[config.mk]
export PLATFORM = sky130hd
export DESIGN_NAME = regfile_port_scheduler
export DESIGN_NICKNAME = d
export VERILOG_FILES = /design/src/rtl/regfile_port_scheduler.sv
export SDC_FILE = /design/constraint.sdc
export NUM_CORES = 1
export LEC_CHECK = 0
export BUFFER_PORTS_ARGS = -buffer_cell sky130_fd_sc_hd__clkbuf_2
export CORE_ASPECT_RATIO = 1.75
export CORE_MARGIN = 2
export CORE_UTILIZATION = 47
export DETAILED_ROUTE_END_ITERATION = 6
export PLACE_DENSITY = 0.84
export RECOVER_POWER = 25
export SKIP_CTS_REPAIR_TIMING = 1
export SYNTH_ARGS = -nofsm -noshare
export SYNTH_HDL_FRONTEND = slang
export SYNTH_SLANG_ARGS = --single-unit
[constraint.sdc]
create_clock -name clk -period 3.9 [get_ports clk]
set_input_delay 0.78 -clock clk [delete_from_list [all_inputs] [get_ports clk]]
set_output_delay 0.78 -clock clk [all_outputs]
set_load 0.05 [all_outputs]
[src/rtl/regfile_port_scheduler.sv]
// Arbitrates the register file's single write and read ports among ALU writeback,
// load writeback and the MOV unit, running each MOV as a read-then-write sequence.

module regfile_port_scheduler #(
  parameter int RegisterSize = 32,
  parameter int AddrBits     = 4
) (
  input  logic                    clk,
  input  logic                    reset,
  input  logic                    alu_valid,
  output logic                    alu_ready,
  input  logic [AddrBits-1:0]     alu_reg,
  input  logic [RegisterSize-1:0] alu_value,
  input  logic                    mem_valid,
  output logic                    mem_ready,
  input  logic [AddrBits-1:0]     mem_reg,
  input  logic [RegisterSize-1:0] mem_value,
  input  logic                    mov_valid,
  output logic                    mov_ready,
  input  logic [AddrBits-1:0]     mov_origin,
  input  logic [AddrBits-1:0]     mov_destiny,
  output logic [AddrBits-1:0]     rf_readRegister,
  input  logic [RegisterSize-1:0] rf_readValue,
  output logic                    rf_writeEnable,
  output logic [AddrBits-1:0]     rf_writeRegister,
  output logic [RegisterSize-1:0] rf_writeValue,
  output logic                    busy
);

  typedef enum logic [1:0] {
    IDLE      = 2'd0,
    MOV_READ  = 2'd1,
    MOV_WRITE = 2'd2
  } state_t;

  localparam logic [1:0] SRC_ALU = 2'd0;
  localparam logic [1:0] SRC_MEM = 2'd1;
  localparam logic [1:0] SRC_MOV = 2'd2;

  state_t                  state_r, state_s;
  logic [1:0]              ptr_r, ptr_s;
  logic                    grant_en_s;
  logic [3:0]              valid_vec_s;
  logic [1:0]              cand1_s, cand2_s;
  logic                    grant_any_s;
  logic [1:0]              grant_src_s;
  logic                    we_r;
  logic [AddrBits-1:0]     wreg_r;
  logic [RegisterSize-1:0] wval_r;
  logic [AddrBits-1:0]     rreg_r;
  logic [AddrBits-1:0]     mov_dst_r;

  function automatic logic [1:0] next_src(input logic [1:0] src);
    case (src)
      SRC_ALU: next_src = SRC_MEM;
      SRC_MEM: next_src = SRC_MOV;
      default: next_src = SRC_ALU;
    endcase
  endfunction

  // Round-robin search starting at the pointer; reset and MOV_READ block every grant.
  always_comb begin
    grant_en_s  = reset && (state_r != MOV_READ);
    valid_vec_s = grant_en_s ? {1'b0, mov_valid, mem_valid, alu_valid} : 4'd0;
    cand1_s     = next_src(ptr_r);
    cand2_s     = next_src(cand1_s);
    grant_any_s = 1'b0;
    grant_src_s = ptr_r;
    if (valid_vec_s[ptr_r]) begin
      grant_any_s = 1'b1;
      grant_src_s = ptr_r;
    end else if (valid_vec_s[cand1_s]) begin
      grant_any_s = 1'b1;
      grant_src_s = cand1_s;
    end else if (valid_vec_s[cand2_s]) begin
      grant_any_s = 1'b1;
      grant_src_s = cand2_s;
    end else begin
      grant_any_s = 1'b0;
      grant_src_s = ptr_r;
    end
  end

  assign alu_ready = grant_any_s && (grant_src_s == SRC_ALU);
  assign mem_ready = grant_any_s && (grant_src_s == SRC_MEM);
  assign mov_ready = grant_any_s && (grant_src_s == SRC_MOV);

  // Next-state and pointer update.
  always_comb begin
    state_s = state_r;
    ptr_s   = ptr_r;
    if (grant_any_s) begin
      ptr_s = next_src(grant_src_s);
    end else begin
      ptr_s = ptr_r;
    end
    case (state_r)
      IDLE, MOV_WRITE: begin
        if (mov_ready) begin
          state_s = MOV_READ;
        end else begin
          state_s = IDLE;
        end
      end
      MOV_READ: state_s = MOV_WRITE;
      default:  state_s = IDLE;
    endcase
  end

  // State and arbitration pointer registers.
  always_ff @(posedge clk or negedge reset) begin
    if (!reset) begin
      state_r <= IDLE;
      ptr_r   <= SRC_ALU;
    end else begin
      state_r <= state_s;
      ptr_r   <= ptr_s;
    end
  end

  // Register-file port drivers; a MOV grant latches its indices for the read/write pair.
  always_ff @(posedge clk or negedge reset) begin
    if (!reset) begin
      we_r      <= 1'b0;
      wreg_r    <= '0;
      wval_r    <= '0;
      rreg_r    <= '0;
      mov_dst_r <= '0;
    end else begin
      case (state_r)
        MOV_READ: begin
          we_r   <= 1'b1;
          wreg_r <= mov_dst_r;
          wval_r <= rf_readValue;
        end
        default: begin
          if (alu_ready) begin
            we_r   <= 1'b1;
            wreg_r <= alu_reg;
            wval_r <= alu_value;
          end else if (mem_ready) begin
            we_r   <= 1'b1;
            wreg_r <= mem_reg;
            wval_r <= mem_value;
          end else if (mov_ready) begin
            we_r      <= 1'b0;
            rreg_r    <= mov_origin;
            mov_dst_r <= mov_destiny;
          end else begin
            we_r <= 1'b0;
          end
        end
      endcase
    end
  end

  assign rf_writeEnable   = we_r;
  assign rf_writeRegister = wreg_r;
  assign rf_writeValue    = wval_r;
  assign rf_readRegister  = rreg_r;
  assign busy             = (state_r == MOV_READ) || we_r;

  regfile_port_scheduler_checker u_checker (
    .clk            (clk),
    .reset          (reset),
    .alu_valid      (alu_valid),
    .alu_ready      (alu_ready),
    .mem_valid      (mem_valid),
    .mem_ready      (mem_ready),
    .mov_valid      (mov_valid),
    .mov_ready      (mov_ready),
    .in_mov_read    (state_r == MOV_READ),
    .rf_writeEnable (we_r),
    .busy           (busy)
  );

endmodule

// Handshake invariants of the scheduler.
module regfile_port_scheduler_checker (
  input logic clk,
  input logic reset,
  input logic alu_valid,
  input logic alu_ready,
  input logic mem_valid,
  input logic mem_ready,
  input logic mov_valid,
  input logic mov_ready,
  input logic in_mov_read,
  input logic rf_writeEnable,
  input logic busy
);

  a_ready_onehot: assert property (@(posedge clk) disable iff (!reset)
    $onehot0({alu_ready, mem_ready, mov_ready}));
  a_alu_ready_valid: assert property (@(posedge clk) disable iff (!reset)
    alu_ready |-> alu_valid);
  a_mem_ready_valid: assert property (@(posedge clk) disable iff (!reset)
    mem_ready |-> mem_valid);
  a_mov_ready_valid: assert property (@(posedge clk) disable iff (!reset)
    mov_ready |-> mov_valid);
  a_no_grant_in_read: assert property (@(posedge clk) disable iff (!reset)
    in_mov_read |-> !(alu_ready || mem_ready || mov_ready));
  a_busy_def: assert property (@(posedge clk) disable iff (!reset)
    busy == (in_mov_read || rf_writeEnable));

endmodule

# ---- Word-level counts from Yosys, hierarchy flattened
# Cells that the tools add are included.
dict set report classes {
  order_cmp 3
  n_eq_ne 7
  muxes 27
  bitwise_logic 3
  n_reduce_logical 12
}
# cell count
set op_table {}
lappend op_table {{$mux 32} 3}
lappend op_table {{$pmux 2 s2} 4}
lappend op_table {{$mux 4} 3}
lappend op_table {{$mux 1} 10}
lappend op_table {{$lt 2x3->1 const B} 3}
lappend op_table {{$eq 2x1->1 const B} 4}
lappend op_table {{$logic_not 2->1} 4}
lappend op_table {{$bmux 1 s2} 3}
lappend op_table {{$mux 2} 3}
lappend op_table {{$eq 2x2->1 const B} 2}
lappend op_table {{$logic_and 1x1->1} 4}
lappend op_table {{$reduce_and 4->1} 1}
lappend op_table {{$mux 3} 1}
lappend op_table {{$not 1->1} 3}
lappend op_table {{$reduce_bool 3->1} 1}
lappend op_table {{$ne 2x1->1 const B} 1}
lappend op_table {{$reduce_or 2->1} 1}
lappend op_table {{$logic_or 1x1->1} 1}
dict set report totals {
  reg_bits 49
  in_bits 117
  output_inout_bits 45
  wordCells 59
}

# ---- Depth between registers and ports, before layout
# Gate-level depths: netlist of the first run.
dict set report depth {
  depth_word 14
  ltp_mapped 7
}

# ---- Least setup slack after synthesis of the first run
# No wires, ideal clock.
dict set report synth_timing {
  path_type {flip-flop to output port}
  start {register state_r[0]}
  end {output port mem_ready}
  arrival_time_ps 2223
  path_slack_ps 897
  stages_incl_launch_ff 6
  path_buffers 2
  cell_sequence {dfrtp_1 > nand2b_1 > buf_2 > buf_1 > nand3_1 > a211oi_1}
}
dict set report synth_between {
  elab_chain_cells 10
  elab_cells_between_ends 17
  cone_classes {eq/ne (2); mux (13); reduce/logical (2)}
}
# element line_no
set synth_lines {}
lappend synth_lines {{start, declared} 40} ;# state_t state_r, state_s;
lappend synth_lines {{start signal, assigned} 116} ;# state_r <= state_s;
lappend synth_lines {{$ne 2x1->1 *} 63} ;# grant_en_s = reset && (state_r != MOV_READ);
lappend synth_lines {{$logic_and 1x1->1 *} 63}
lappend synth_lines {{$mux 3 *} 64} ;# valid_vec_s = grant_en_s ? {1'b0, mov_valid, mem_valid, alu_valid} : 4'd0;
lappend synth_lines {{$bmux 1 s2} 75} ;# end else if (valid_vec_s[cand2_s]) begin
lappend synth_lines {{$mux 1 (not written as such)} 75}
lappend synth_lines {{$mux 2} 75}
lappend synth_lines {{$mux 2} 72} ;# end else if (valid_vec_s[cand1_s]) begin
lappend synth_lines {{$mux 2} 69} ;# if (valid_vec_s[ptr_r]) begin
lappend synth_lines {{$eq 2x1->1} 85} ;# assign mem_ready = grant_any_s && (grant_src_s == SRC_MEM);
lappend synth_lines {{$logic_and 1x1->1 *} 85}
lappend synth_lines {{end, declared} 15} ;# output logic mem_ready,
# Every way passes the cells marked *; elsewhere a longest branch is shown, timed or not. The select of a mux whose other input is x is not followed.

# ---- Worst setup path after layout of the first run
dict set report layout_timing {
  start {input port reset}
  end {output port mem_ready}
}
dict set report layout_between {
  elab_chain_cells 9
  elab_cells_between_ends 16
  cone_classes {eq/ne (1); mux (13); reduce/logical (2)}
}
# element line_no
set layout_lines {}
lappend layout_lines {{start, declared} 9} ;# input logic reset,
lappend layout_lines {{$logic_and 1x1->1 *} 63}
lappend layout_lines {{$mux 3 *} 64}
lappend layout_lines {{$bmux 1 s2} 75}
lappend layout_lines {{$mux 1 (not written as such)} 75}
lappend layout_lines {{$mux 2} 75}
lappend layout_lines {{$mux 2} 72}
lappend layout_lines {{$mux 2} 69}
lappend layout_lines {{$eq 2x1->1} 85}
lappend layout_lines {{$logic_and 1x1->1 *} 85}
# Marks and branches as above.

==> summary.md, run 1 <==
| Metric | Value |
|---|---|
| Max_cap viols | 0 |
| Nets@finish | 572 |
| Share of cells above drive strength 1 | 42.3% |
| LEAKAGE | 1.75 nW |
| R2R Setup Slk | 1.68 ns |
| Initial core utilization | 48.9% |
| Clock Skews | 0.00514 ns |
| Vias in the first global route | 3,148 |
| Total Power | 3.08 mW |
| Routed wl met2 | 4760 um |
| Hold_sp | state_r[0] |
| RSZ-0062 raised after global routing | no |
| Fin. Hold Viols | 0 |
| Detail-routed net length per standard cell | 16.9 um |
| Sequential cell area | 1230 um2 |
| Highest Clock Rate | 360 MHz |
| Synth area leaders | dfrtp_1 (45%), o2bb2ai_1 (12%), a31oi_1 (8.6%) |
| Crit-path cells | clkbuf_1 -> buf_4 -> nand3_1 -> a211oi_1 -> clkbuf_2 |
| Initial DRC Count | 213 |
| FF-to-FF Start | state_r[0] |
| Crit path max fanout | 28 |
| CP arrival | 2.00 ns |
| Most common cell after layout, fill and taps aside | clkbuf_2 |
| Chip width | 61.9 um |
| Global-route wire length before repair | 14,400 um |
| Std-Cell Rows | 36 |
| Cell accounting for the most synthesized area | dfrtp_1 |
| # DRC | 0 |
| Area grow syn2layout | 36.2% |
| Num Clock Sinks | 49 |
| Die Area | 6510 um2 |
| Setup TNS | 0 ns |
| Initial antenna violation count | 0 |
| Final WL | 9000 um |
| Final period util | 71.3% |
| Worst-Skew Late Latency | 0.30 ns |
| Status | complete, no violations |
| Number of port buffers | 161 |
| Syn_nets | 422 |
| VDD IR-drop max | 0.439 mV |
| CTS tree | built |
| Vias | 3,070 |
| Reg2reg path depth | 5 |
| Num CTS Buffers | 5 |
| CTS Root Cell | clkbuf_8 |
| DIE HEIGHT | 105 um |
| M1 WL | 3370 um |
| Via-to-Cell Ratio | 5.77 |
| Antenna Nets Post-Route | 0 |
| Core box area | 5630 um2 |
| Max-slew violation count | 0 |
| CTS clk-pin slew, worst paths | 0.09 ns |
| Yosys warning count | 0 |
| Antenna fix cells | 0 |
| Cells after synthesis | 305 |
| CP Class | in -> out |
| Synth Area per Inst | 9.03 um2 |
| Longest Clk Path Bufs | 2 |
| Worst Setup End Kind | primary output |
| Post-route minimum period | 2.78 ns |
| Seq/Total Area, Yosys | 44.5% |
| Pwr dens | 821 nW/um2 |
| Wire length on met3 | 585 um |
| HP Class | reg -> reg |
| CP peak stage delay | 0.34 ns |
| Largest net degree at the start of global routing | 38 |
| Slew HR | 1.22% |
| Slew at the pin closest to its max-slew limit | 1.48 ns |
| Drt pass-1 iters | 4 |
| Multi-input logic area | 1400 um2 |
| Worst hold stages | 1 |
| # fillers | 479 |
| Commonest non-fill, non-tap cells in the layout | clkbuf_2 (160), dfrtp_1 (49), nor2_1 (40), a31oi_1 (38) |
| Total track usage | 28.8% |
| Worst setup SP type | primary input |
| CTS H-tree depth | 2 |
| Top cell type's share of synthesized area | 44.5% |
| Global route overflow | 0 |
| Mapped Area | 2760 um2 |
| Synth Register Bits | 49 |
| Max layer used | met4 |
| Hpwl dp | 6340 um |
| Setup violators final | 0 |
| R2R Path End | rf_writeValue[12] |
| Boundary pin count | 162 |
| Netlist cell types | 30 |
| Slowest cell on the critical path | buf_4 |
| RePlAce Congestion | 0.843 |
| Hold Path Sink | state_r[0] |
| CP required | 3.12 ns |
cell usage after synthesis:
cell type  number
a211oi_1        2
a21oi_1         1
a31oi_1        38
and2_1          1
buf_1           5
buf_2          10
buf_4           1
clkbuf_1       13
clkbuf_2        1
dfrtp_1        49
inv_1           1
inv_2           2
mux2_4          8
nand2_1         7
nand2b_1        3
nand3_1        37
nand3b_1        2
nand4b_1        1
nand4bb_1       1
nor2_1         40
nor2b_1         2
nor3_1          1
nor3_2          1
nor3_4          1
o211a_1         1
o211ai_2        1
o21ai_0        36
o2bb2ai_1      37
o31a_1          1
xnor2_1         1
through the flow:
stage | setup WS [ns] | area [um2] | utilization, % | cells | hold WS, ns
after floorplan | 0.897 | 2760 | - | 305 | 0.404
after global placement | 1.17 | 3620 | 64.4 | 524 | 0.455
after detailed placement | 1.12 | 3620 | 64.4 | 524 | 0.457
after CTS | 1.11 | 3760 | 66.8 | 532 | 0.471
after global routing | 0.951 | 3750 | 66.7 | 532 | 0.496
final | 1.12 | 3750 | 66.7 | 532 | 0.473
critical path, delay by kind of cell:
kind | cells | cell delay, ns
and+or+nand+nor | 1 | 0.19
buffers and inverters | 3 | 0.76
AOI/OAI and AO/OA | 1 | 0.25
per-layer routing:
layer  global-route usage [%]  vias up
li1                         -     1441
met5                        0        -
met3                     5.15       22
met1                     34.9     1454
met2                     47.8      153
met4                     12.9        0
layout make-up:
class | instances | share of cell area, %
multi-input combinational | 223 | 37.2
inverter | 3 | 0.300
clock buffer | 5 | 1.83
clock inverter | 3 | 1.73
timing repair buffer | 173 | 23.7
tap | 76 | 2.53
sequential | 49 | 32.7
state kept, by name, indices dropped and copies added (netlist names):
signal	cells
rf_writeEnable	1
state_r	2
mov_dst_r	4
ptr_r	2
rf_writeValue	32
rf_writeRegister	4
rf_readRegister	4
power breakdown:
group,total (mW),internal [mW],switching (mW)
registers,0.883,0.736,0.147
logic,1.77,0.523,1.25
clock network,0.428,0.255,0.173
worst max-delay path by stage:
stage / cells past startpoint / slack (ns) / endpoint / startpoint
floorplan: 5 / 0.90 / mem_ready / state_r[0]
global placement: 6 / 1.17 / mov_ready / alu_valid
detailed placement: 5 / 1.12 / mem_ready / reset
CTS: 5 / 1.11 / mov_ready / state_r[0]
global route: 5 / 0.95 / mem_ready / reset
finish: 5 / 1.12 / mem_ready / reset
kinds of logic (layout without fill, tap and decap cells):
logic type | count (synthesis) | after routing | synth area share [%]
DFF | 49 | 49 | 44.5
muxes | 8 | 8 | 4.36
buffers and inverters | 33 | 184 | 5.13
AOI/OAI and AO/OA | 117 | 117 | 28.8
and+or+nand+nor | 97 | 97 | 16.9
xor gates and xnor gates | 1 | 1 | 0.318
Note: power is estimated with default switching activity, not from simulation.
==> run 2: changes to the inputs <==
Settings changed: CORE_UTILIZATION 47 to 44, PLACE_DENSITY 0.84 to 0.8.
Clock period 3.9 ns to 2.77 ns, I/O delays scaled along.
==> summary.md, run 2 (same netlist as run 1, synthesis figures left out) <==
| Metric | Value |
|---|---|
| HP Class | in -> async |
| Boundary pin count | 162 |
| R2R Setup Slk | 0.70 ns |
| Vias in the first global route | 2,992 |
| Post-route minimum period | 2.36 ns |
| Initial DRC Count | 145 |
| Vias | 3,075 |
| Global route overflow | 0 |
| Hold slack final | 0.126 ns |
| Final instance area | 3750 um2 |
| Status | complete, no violations |
| Nets@finish | 573 |
| FF-to-FF Start | state_r[1] |
| Chip width | 63.8 um |
| Largest net degree at the start of global routing | 38 |
| Drt pass-1 iters | 5 |
| # fillers | 574 |
| Max_cap viols | 0 |
| Fin. Hold Viols | 0 |
| CTS clk-pin slew, worst paths | 0.10 ns |
| CP arrival | 1.81 ns |
| CP Class | reg -> out |
| VDD IR-drop max | 0.515 mV |
| Worst-Skew Late Latency | 0.31 ns |
| Clock Skews | 0.00965 ns |
| Commonest non-fill, non-tap cells in the layout | clkbuf_2 (161), dfrtp_1 (49), nor2_1 (40), a31oi_1 (38) |
| Placed Area | 3650 um2 |
| Global-route wire length before repair | 14,400 um |
| Core box area | 6130 um2 |
| Setup TNS | 0 ns |
| Antenna Nets Post-Route | 0 |
| Num CTS Buffers | 5 |
| Number of flip-flops in the largest register | 32 |
| Num Clock Sinks | 49 |
| Initial core utilization | 44.9% |
| Reg2reg path depth | 6 |
| Std-Cell Rows | 38 |
| Max-slew violation count | 0 |
| Detail-routed net length per standard cell | 17.4 um |
| Most common cell after layout, fill and taps aside | clkbuf_2 |
| Die Area | 6940 um2 |
| Crit path max fanout | 13 |
| CTS Root Cell | clkbuf_8 |
| RePlAce Congestion | 0.819 |
| CTS tree | built |
| Worst setup SP type | flop |
| LEAKAGE | 1.75 nW |
| Area grow syn2layout | 36.3% |
| Number of port buffers | 161 |
| Final period util | 85.2% |
| CP required | 2.22 ns |
| CP Launch Point | state_r[0] |
| Setup violators final | 0 |
| Critical Path End | mov_ready |
| Slew HR | 25.8% |
| Final WL | 9330 um |
| CTS H-tree depth | 2 |
| Pwr dens | 1140 nW/um2 |
| Share of cells above drive strength 1 | 42.2% |
| R2R Path End | rf_writeValue[9] |
| Total track usage | 26.6% |
| Hpwl dp | 6720 um |
| Initial antenna violation count | 0 |
| Antenna fix cells | 0 |
| Highest Clock Rate | 424 MHz |
| RSZ-0062 raised after global routing | no |
| Longest Clk Path Bufs | 2 |
| Via-to-Cell Ratio | 5.73 |
| # DRC | 0 |
| Slew at the pin closest to its max-slew limit | 1.11 ns |
| Worst Setup End Kind | primary output |
| DIE HEIGHT | 109 um |
-- run 2: changes by cell type in the layout (fill, tap and decap cells not counted), sizes merged --
cell	change
buf	-1
bufinv	-1
clkbuf	+3
-- run 2: worst min path at each step --
stage	from	depth (start not counted)	to	slack (ns)
floorplan	reset	0	mov_dst_r[0]	0.26
global placement	reset	1	rf_writeValue[17]	0.45
detailed placement	state_r[0]	1	state_r[0]	0.45
CTS	reset	1	rf_writeValue[17]	0.12
global route	reset	1	rf_writeValue[17]	0.14
finish	reset	1	rf_writeValue[17]	0.13
-- run 2: routing by layer --
layer  track usage, %  vias up  wire length [um]
met5                0        -                 0
met4             8.85        0               148
met3             2.99       12               588
met2             51.0      165              5250
met1             29.7     1454              3340
li1                 -     1444                 -
-- run 2: where the power goes --
part / internal (mW) / total [mW] / switching [mW]
registers: 1.04 / 1.25 / 0.215
logic: 0.743 / 2.50 / 1.76
clock network: 0.271 / 0.519 / 0.248
total: 2.05 / 4.27 / 2.22
-- run 2: area by class of cell --
class | count | area, um2 | share of cell area (%)
well taps | 80 | 100 | 2.67
clock inverters | 2 | 38.8 | 1.03
inverters | 3 | 11.3 | 0.300
multi-input cells | 223 | 1400 | 37.3
clock buffers | 6 | 72.6 | 1.93
flip-flops and latches | 49 | 1230 | 32.7
repair buffers | 174 | 905 | 24.1
-- run 2: metrics by stage --
| step | power [mW] | utilization, % | cells | worst slack [ns] |
|---|---|---|---|---|
| floorplan | 3.13 | - | 305 | 0.455 |
| global placement | 3.71 | 59.6 | 529 | 0.526 |
| detailed placement | 3.77 | 59.6 | 529 | 0.503 |
| CTS | 4.29 | 61.4 | 537 | 0.391 |
| global route | 4.51 | 61.2 | 537 | 0.264 |
| finish | 4.27 | 61.2 | 537 | 0.409 |
-- run 2: worst max-delay path, cell delays in order (launching register included) --
cell and delay (ns):
dfrtp_1 0.40, nand2b_2 0.24, nand2_1 0.26, nor3_4 0.28, clkbuf_2 0.32
==> run 3: changes to the inputs <==
Settings changed: BUFFER_PORTS_ARGS -buffer_cell sky130_fd_sc_hd__clkbuf_2 to -buffer_cell sky130_fd_sc_hd__buf_4, CTS_CLUSTER_DIAMETER set to 120.
==> summary.md, run 3 (same netlist as run 1, synthesis figures left out) <==
| Metric | Value |
|---|---|
| Clock Skews | 0.00964 ns |
| CTS Root Cell | clkbuf_8 |
| Global-route wire length before repair | 15,100 um |
| Number of port buffers | 161 |
| Max-slew violation count | 0 |
| Slew at the pin closest to its max-slew limit | 0.680 ns |
| Vias in the first global route | 3,111 |
| Worst setup SP type | flop |
| LEAKAGE | 1.84 nW |
| CTS H-tree depth | 2 |
| Highest Clock Rate | 439 MHz |
| Worst Setup End Kind | primary output |
| Initial DRC Count | 161 |
| Commonest non-fill, non-tap cells in the layout | buf_4 (171), dfrtp_1 (49), nor2_1 (40), a31oi_1 (38) |
| Std-Cell Rows | 38 |
| Largest net degree at the start of global routing | 38 |
| Setup TNS | 0 ns |
| Share of cells above drive strength 1 | 42.9% |
| Hpwl dp | 7130 um |
| Nets@finish | 571 |
| VDD IR-drop max | 0.542 mV |
| Post-route minimum period | 2.28 ns |
| Initial antenna violation count | 0 |
| Worst-Skew Late Latency | 0.31 ns |
| CP Launch Point | state_r[0] |
| Total track usage | 27.8% |
| CTS tree | built |
| Setup violators final | 0 |
| Fin. Hold Viols | 0 |
| Die Area | 6940 um2 |
| Slew HR | 54.6% |
| RSZ-0062 raised after global routing | no |
| Vias | 3,201 |
| Detail-routed net length per standard cell | 18.4 um |
| Antenna fix cells | 0 |
| Total Power | 4.44 mW |
| CP Class | reg -> out |
| Final WL | 9870 um |
| CTS clk-pin slew, worst paths | 0.10 ns |
| Num Clock Sinks | 49 |
| RePlAce Congestion | 0.797 |
| DIE HEIGHT | 109 um |
| Longest Clk Path Bufs | 2 |
| Antenna Nets Post-Route | 0 |
| Number of flip-flops in the largest register | 32 |
| # DRC | 0 |
| Initial core utilization | 44.9% |
| Pwr dens | 1070 nW/um2 |
| FF-to-FF Start | state_r[1] |
| Drt pass-1 iters | 4 |
| Global route overflow | 0 |
| Num CTS Buffers | 5 |
| Crit path max fanout | 13 |
| HP Class | in -> async |
| Final period util | 82.2% |
| Most common cell after layout, fill and taps aside | buf_4 |
| Area grow syn2layout | 50.1% |
| Status | complete, no violations |
| Boundary pin count | 162 |
| CP required | 2.22 ns |
| Max_cap viols | 0 |
| CP arrival | 1.72 ns |
| Via-to-Cell Ratio | 5.98 |
| Chip width | 63.8 um |
| Core box area | 6130 um2 |
[run 3: final cells by class]
class | instances | area (um2)
Timing Repair Buffer | 172 | 1300
Inverter | 3 | 11.3
Fill cell | 528 | 2000
Sequential cell | 49 | 1230
Clock buffer | 5 | 68.8
Clock inverter | 3 | 25.0
Multi-Input combinational cell | 223 | 1400
Tap cell | 80 | 100
[run 3: report_power, final]
| group | internal, mW | switching (mW) | total (mW) |
|---|---|---|---|
| registers | 1.04 | 0.222 | 1.26 |
| clock network | 0.183 | 0.256 | 0.439 |
| logic | 0.966 | 1.77 | 2.74 |
| total | 2.19 | 2.25 | 4.44 |
[run 3: metrics by stage]
| step | utilization (%) | hold slack [ns] | worst slack (ns) | instance area, um2 | std cells |
|---|---|---|---|---|---|
| detailed placement | 65.9 | 0.444 | 0.628 | 4040 | 527 |
| global route | 67.4 | 0.114 | 0.410 | 4140 | 535 |
| finish | 67.4 | 0.113 | 0.494 | 4140 | 535 |
| floorplan | - | 0.258 | 0.455 | 2760 | 305 |
| CTS | 67.4 | 0.115 | 0.492 | 4140 | 535 |
| global placement | 65.9 | 0.444 | 0.643 | 4040 | 527 |
[run 3: final timing paths]
check	end	slack, ns	depth (start not counted)
max in group asynchronous	rf_writeValue[25]	1.92	2
hold / removal	ptr_r[0]	0.11	1
setup reg to reg	rf_writeValue[11]	0.72	6
hold reg to reg	state_r[0]	0.46	1
min in group clk	state_r[0]	0.46	1
setup / recovery	mov_ready	0.49	4
[run 3: critical path, stage by stage (launching register included)]
cell and delay, ns:
dfrtp_1 0.41, nand2b_2 0.24, nand2_1 0.26, nor3_4 0.27, buf_4 0.24
[run 3: metal layers]
layer,track usage [%],wire length (um)
met1,30.6,3380
met2,52.3,5530
met3,3.92,608
met4,11.8,355
met5,0,0
